===== src/rtl/priority_req_ager.sv =====
// Requester-side priority ager: effective priority = base + saturating age, where age
// grows by one for every AGE_STEP_CYCLES cycles an input waits without a grant.

module priority_req_ager_lane #(
  parameter int PRIO_W = 4,
  parameter int BASE_W = 2,
  parameter int STEP   = 8,
  parameter int TMR_W  = 3
) (
  input  logic              clk,
  input  logic              rstn,
  input  logic              vld,
  input  logic              gnt,
  input  logic [BASE_W-1:0] base,
  output logic [PRIO_W-1:0] prio,
  output logic              sat
);
  typedef enum logic {IDLE, WAIT} state_t;

  localparam logic [TMR_W-1:0] LAST = TMR_W'(STEP - 1);

  state_t            st;
  logic [PRIO_W-1:0] age;
  logic [TMR_W-1:0]  timer;
  logic [PRIO_W-1:0] age_inc;
  logic [PRIO_W:0]   sum;

  assign age_inc = (&age) ? age : age + PRIO_W'(1);

  always_ff @(posedge clk) begin
    if (!rstn) begin
      st    <= IDLE;
      age   <= '0;
      timer <= '0;
    end else begin
      case (st)
        IDLE: begin
          if (vld && !gnt) begin
            st <= WAIT;
            // the cycle the request first appears already counts as waiting
            if (STEP == 1) begin
              age   <= age_inc;
              timer <= '0;
            end else begin
              timer <= TMR_W'(1);
            end
          end else begin
            age   <= '0;
            timer <= '0;
          end
        end
        WAIT: begin
          if (!vld || gnt) begin
            st    <= IDLE;
            age   <= '0;
            timer <= '0;
          end else if (timer == LAST) begin
            age   <= age_inc;
            timer <= '0;
          end else begin
            timer <= timer + TMR_W'(1);
          end
        end
        default: begin
          st    <= IDLE;
          age   <= '0;
          timer <= '0;
        end
      endcase
    end
  end

  assign sum  = (PRIO_W+1)'(base) + (PRIO_W+1)'(age);
  assign prio = sum[PRIO_W] ? '1 : sum[PRIO_W-1:0];
  assign sat  = (&prio) & vld;

endmodule

module priority_req_ager #(
  parameter int INPUT_NUM        = 4,
  parameter int INPUT_PRIORITY_W = 4,
  parameter int BASE_PRIORITY_W  = 2,
  parameter int AGE_STEP_CYCLES  = 8,
  parameter int AGE_STEP_CNT_W   = AGE_STEP_CYCLES > 1 ? $clog2(AGE_STEP_CYCLES) : 1
) (
  input  logic                                              clk,
  input  logic                                              rstn,
  input  logic [INPUT_NUM-1:0]                              req_vld_i,
  input  logic [INPUT_NUM-1:0][BASE_PRIORITY_W-1:0]         req_base_priority_i,
  input  logic [INPUT_NUM-1:0]                              req_gnt_i,
  output logic [INPUT_NUM-1:0]                              req_vld_o,
  output logic [INPUT_NUM-1:0][INPUT_PRIORITY_W-1:0]        req_priority_o,
  output logic [INPUT_NUM-1:0]                              age_sat_o
);

  assign req_vld_o = req_vld_i;

  priority_req_ager_lane #(
    .PRIO_W (INPUT_PRIORITY_W),
    .BASE_W (BASE_PRIORITY_W),
    .STEP   (AGE_STEP_CYCLES),
    .TMR_W  (AGE_STEP_CNT_W)
  ) u_lane [INPUT_NUM-1:0] (
    .clk  (clk),
    .rstn (rstn),
    .vld  (req_vld_i),
    .gnt  (req_gnt_i),
    .base (req_base_priority_i),
    .prio (req_priority_o),
    .sat  (age_sat_o)
  );

  // a grant for an input that is not requesting is dropped by the lane
  always @(posedge clk) begin
    if (rstn)
      assert (~|(req_gnt_i & ~req_vld_i))
      else $warning("priority_req_ager: grant without valid ignored, gnt=%b vld=%b",
                    req_gnt_i, req_vld_i);
  end

endmodule


===== config.mk =====
export PLATFORM = sky130hd
export DESIGN_NAME = priority_req_ager
export DESIGN_NICKNAME = d
export VERILOG_FILES = /design/src/rtl/priority_req_ager.sv
export SDC_FILE = /design/constraint.sdc
export NUM_CORES = 1
export LEC_CHECK = 0
export BUFFER_PORTS_ARGS = -buffer_cell sky130_fd_sc_hd__buf_2
export CORE_AREA = 2 2 66 68
export DETAILED_ROUTE_END_ITERATION = 12
export DIE_AREA = 0 0 68 70
export GPL_TIMING_DRIVEN = 0
export PLACE_DENSITY = 0.77
export SLEW_MARGIN = 20
export SYNTH_ARGS = -nofsm -noshare
export SYNTH_HDL_FRONTEND = slang
export SYNTH_SLANG_ARGS = --single-unit

===== constraint.sdc =====
create_clock -name clk -period 1.85 [get_ports clk]
set_input_delay 0.0925 -clock clk [delete_from_list [all_inputs] [get_ports clk]]
set_output_delay 0.0925 -clock clk [all_outputs]
set_load 0.02 [all_outputs]

==> impl_metrics.ini <==
[placement]
place_ws_ns = -0.191
buffer_ports.inserted = 41
post_dp_cell_area_um2 = 2280
gp_congestion = 0.780
dp_hpwl_um = 2750

[clocking]
ctsHtreeMaxLevel = 2
cts_tree = built
clk_latency_ns = 0.27
numClockSinks = 32
cts.reportedPaths.clkPinSlew_ns = 0.06
cts.path.max_buffers = 2
cts_buffers = 5
ctsRootBufferMaster = sky130_fd_sc_hd__clkbuf_8

[sta]
slew_violations = 0
worst_slew_margin_rel_pct = 79.0
clock_skew_ns = 0.00149
fin_tns_setup_ns = -0.836
layout_setup_ws_ns = -0.396
fin_crit_ns = 2.25
measured_slew_at_the_worst_slew_check_pin_ns = 0.315
setup_viol = 6
final_min_period_over_clock_period_pct = 121
max_clock_freq_mhz = 445
grt_setup_unrepaired = true
hold_viol = 0

[route]
routed_wl_um = 3820
num_vias = 1657
avgViaCountPerCell = 5.26
route.antenna.remaining_nets = 0
drt_iter0_markers = 70
wire_per_inst_um = 12.1
detail_route.drc_violations = 0
drt_first_pass_iters = 6

[finish]
layout-area-overhead-vs-synth_pct = 34.2
n_antenna_cell = 0
layout-drive-gt1-share_pct = 43.0
multi_input_comb_area_um2 = 1310
design.final.nets = 307
final_design_area_no_fill_um2 = 2590
fillCellCount = 357
layout.core_utilization_pct = 62.4
regArea_um2 = 656

[logic_synthesis]
asyncSetResetFlopFracSynth_pct = 0
synth_edf_count = 0
synth_area_um2 = 1930
share_of_the_synthesized_area_in_the_top_cell_type_pct = 33.2
yosys_most_used_dff = sky130_fd_sc_hd__dfxtp_1
synthesis.yosys.warnings = 0
netlist_top_cells_area = sky130_fd_sc_hd__dfxtp_1 33%, sky130_fd_sc_hd__ha_1 13%, sky130_fd_sc_hd__and4b_1 5.2%, sky130_fd_sc_hd__nor2_1 4.7%, sky130_fd_sc_hd__fa_1 4.2%
ys_seq_elements = 32
yosysMostFrequentCell = sky130_fd_sc_hd__dfxtp_1
syn-mean-instance-area_um2 = 9.31
synth_cells = 207
synthDistinctLibCells = 42
synth_top_area_cell = sky130_fd_sc_hd__dfxtp_1
synth_sequential_area_ratio_pct = 33.2
synth_commonest_cells = 32 x sky130_fd_sc_hd__dfxtp_1, 24 x sky130_fd_sc_hd__nor2_1, 20 x sky130_fd_sc_hd__ha_1
syn_nets = 249

[power_and_ir_drop]
pwrdens_nw_per_um2 = 494
max-vdd-ir-drop_mv = 0.380
fin_total_pwr_mw = 1.28
p_leak_nw = 1.18
p_int_mw = 0.993
clock_power_share_pct = 35.9
comb_power_share_pct = 9.3
switching_share_pct = 22.3
p_sw_mw = 0.285
seq_power_share_pct = 54.7

[worst_setup_path]
worstPathRequired_ns = 1.76
worst_setup_path_end_kind = primary output
crit_slowest_cell = sky130_fd_sc_hd__or4b_1
cp_max_fo = 2
critical_path.cell_chain = ha_4, inv_2, fa_2, or4b_1, nand3_1, and3_4, buf_6
critical_path_class = flip-flop to primary output
setup.reg_to_reg.worst_slack_ns = 0.28
reg2reg_depth = 6
crit_arrival_ns = 2.15
start_kind = flip-flop
peak_per_stage_delay_on_the_critical_path_ns = 0.50
regToRegStartpoint = u_lane[3].timer[0]
crit-reg2reg-capture = u_lane[3].age[1]

[grt]
grt_start_max_net_pins = 10
grt_pass1_wl_um = 6380
grt_util_all_layers_pct = 17.3
vias_in_the_first_global_route = 1529
antenna_violations_before_repair = 0
globalRouteOverflowTotal = 0

[floorplanning]
core_area_um2 = 4140
die_width_um = 68
core.rowCount = 24
pin_count = 42
die-height_um = 70
dieArea_um2 = 4760
floorplan.initialDensity_pct = 46.5

[min_path]
min_from = req_gnt_i[2]
timing.hold.worst_path_depth = 3
worstHoldPathType = input port to flip-flop
worst_hold_path.endpoint = u_lane[2].age[0]

[job]
max_cap_viol_count = 0

[outcome]
outcome = complete, but fails checks
violated_checks = negative setup slack
==> power groups by stage <==
stage	sequential [mW]	clock [mW]	combinational [mW]
after floorplan	0.716	0	0.0601
after global placement	0.717	0	0.101
after detailed placement	0.717	0	0.103
after CTS	0.701	0.470	0.112
after global routing	0.700	0.508	0.132
final	0.699	0.459	0.119
==> state kept, by name, summed over array words and instances (netlist names) <==
| register | count |
|---|---|
| u_lane.st | 4 |
| u_lane.timer | 12 |
| u_lane.age | 16 |
==> repair_timing <==
action / 4_1_cts / 5_1_grt
endpoints found under the setup margin: 12 / 10
pin swaps: 17 / 5
hold buffers: 0 / 0
resized for setup: 32 / 17
setup buffers: 11 / 3
==> placed cells by master, fill, tap and decap left out, types with 6 or more instances in the layout <==
cell type / instances
sky130_fd_sc_hd__inv_1: 8
sky130_fd_sc_hd__a21oi_1: 6
sky130_fd_sc_hd__nand3b_1: 6
sky130_fd_sc_hd__nor2_1: 22
sky130_fd_sc_hd__ha_1: 16
sky130_fd_sc_hd__inv_2: 10
sky130_fd_sc_hd__dfxtp_1: 24
sky130_fd_sc_hd__buf_2: 35
sky130_fd_sc_hd__and4b_1: 10
sky130_fd_sc_hd__nand2_1: 13
sky130_fd_sc_hd__dfxtp_2: 6
sky130_fd_sc_hd__buf_4: 17
sky130_fd_sc_hd__buf_6: 10
==> critical path, delay by kind of cell, from the launching register on <==
family	cells	cell delay [ns]
fa+ha+maj	2	0.59
buf+inv	2	0.16
flops	1	0.35
simple gates	3	0.78
==> layout make-up <==
type | instances | area share [%]
clock buffer | 5 | 2.66
multi-input combinational | 146 | 50.8
inverter | 18 | 2.61
sequential | 32 | 25.4
tap | 52 | 2.52
buffer | 7 | 1.84
timing repair buffer | 55 | 14.2
==> per-layer routing <==
metal  track usage [%]  share of wire (%)  vias to the layer above
met5                 0                  0                        -
met4              6.67                1.2                        0
met3              4.51                6.0                        4
met2              28.0                 49                       38
met1              21.6                 44                      773
li1                  -                  -                      842
==> stage by stage <==
stage,hold WS (ns),std cells
after floorplan,0.298,207
after global placement,0.482,300
after detailed placement,0.482,300
after CTS,0.197,312
after global routing,0.197,315
final,0.186,315
==> how the worst max path moves through the flow <==
stage,startpoint,end,slack [ns],depth (start not counted)
2_1_floorplan,u_lane[2].age[0],age_sat_o[2],-0.06,7
3_3_place_gp,u_lane[3].age[0],age_sat_o[3],-0.18,8
3_5_place_dp,u_lane[3].age[0],age_sat_o[3],-0.19,8
4_1_cts,u_lane[3].age[0],age_sat_o[3],-0.41,7
5_1_grt,u_lane[3].age[0],age_sat_o[3],-0.45,7
6_report,u_lane[3].age[0],age_sat_o[3],-0.40,7
==> cells by family (layout without fill, tap and decap cells) <==
| family | Yosys count | count (layout) | synth area share, % |
|---|---|---|---|
| buffers and inverters | 29 | 85 | 7.53 |
| adders and majority gates | 24 | 24 | 17.1 |
| muxes | 8 | 8 | 4.35 |
| DFF | 32 | 32 | 33.2 |
| and+or+nand+nor | 75 | 75 | 21.9 |
| xor gates and xnor gates | 7 | 7 | 3.18 |
| AOI/OAI and AO/OA | 32 | 32 | 12.7 |
No activity file was read; power rests on OpenSTA's default activity.
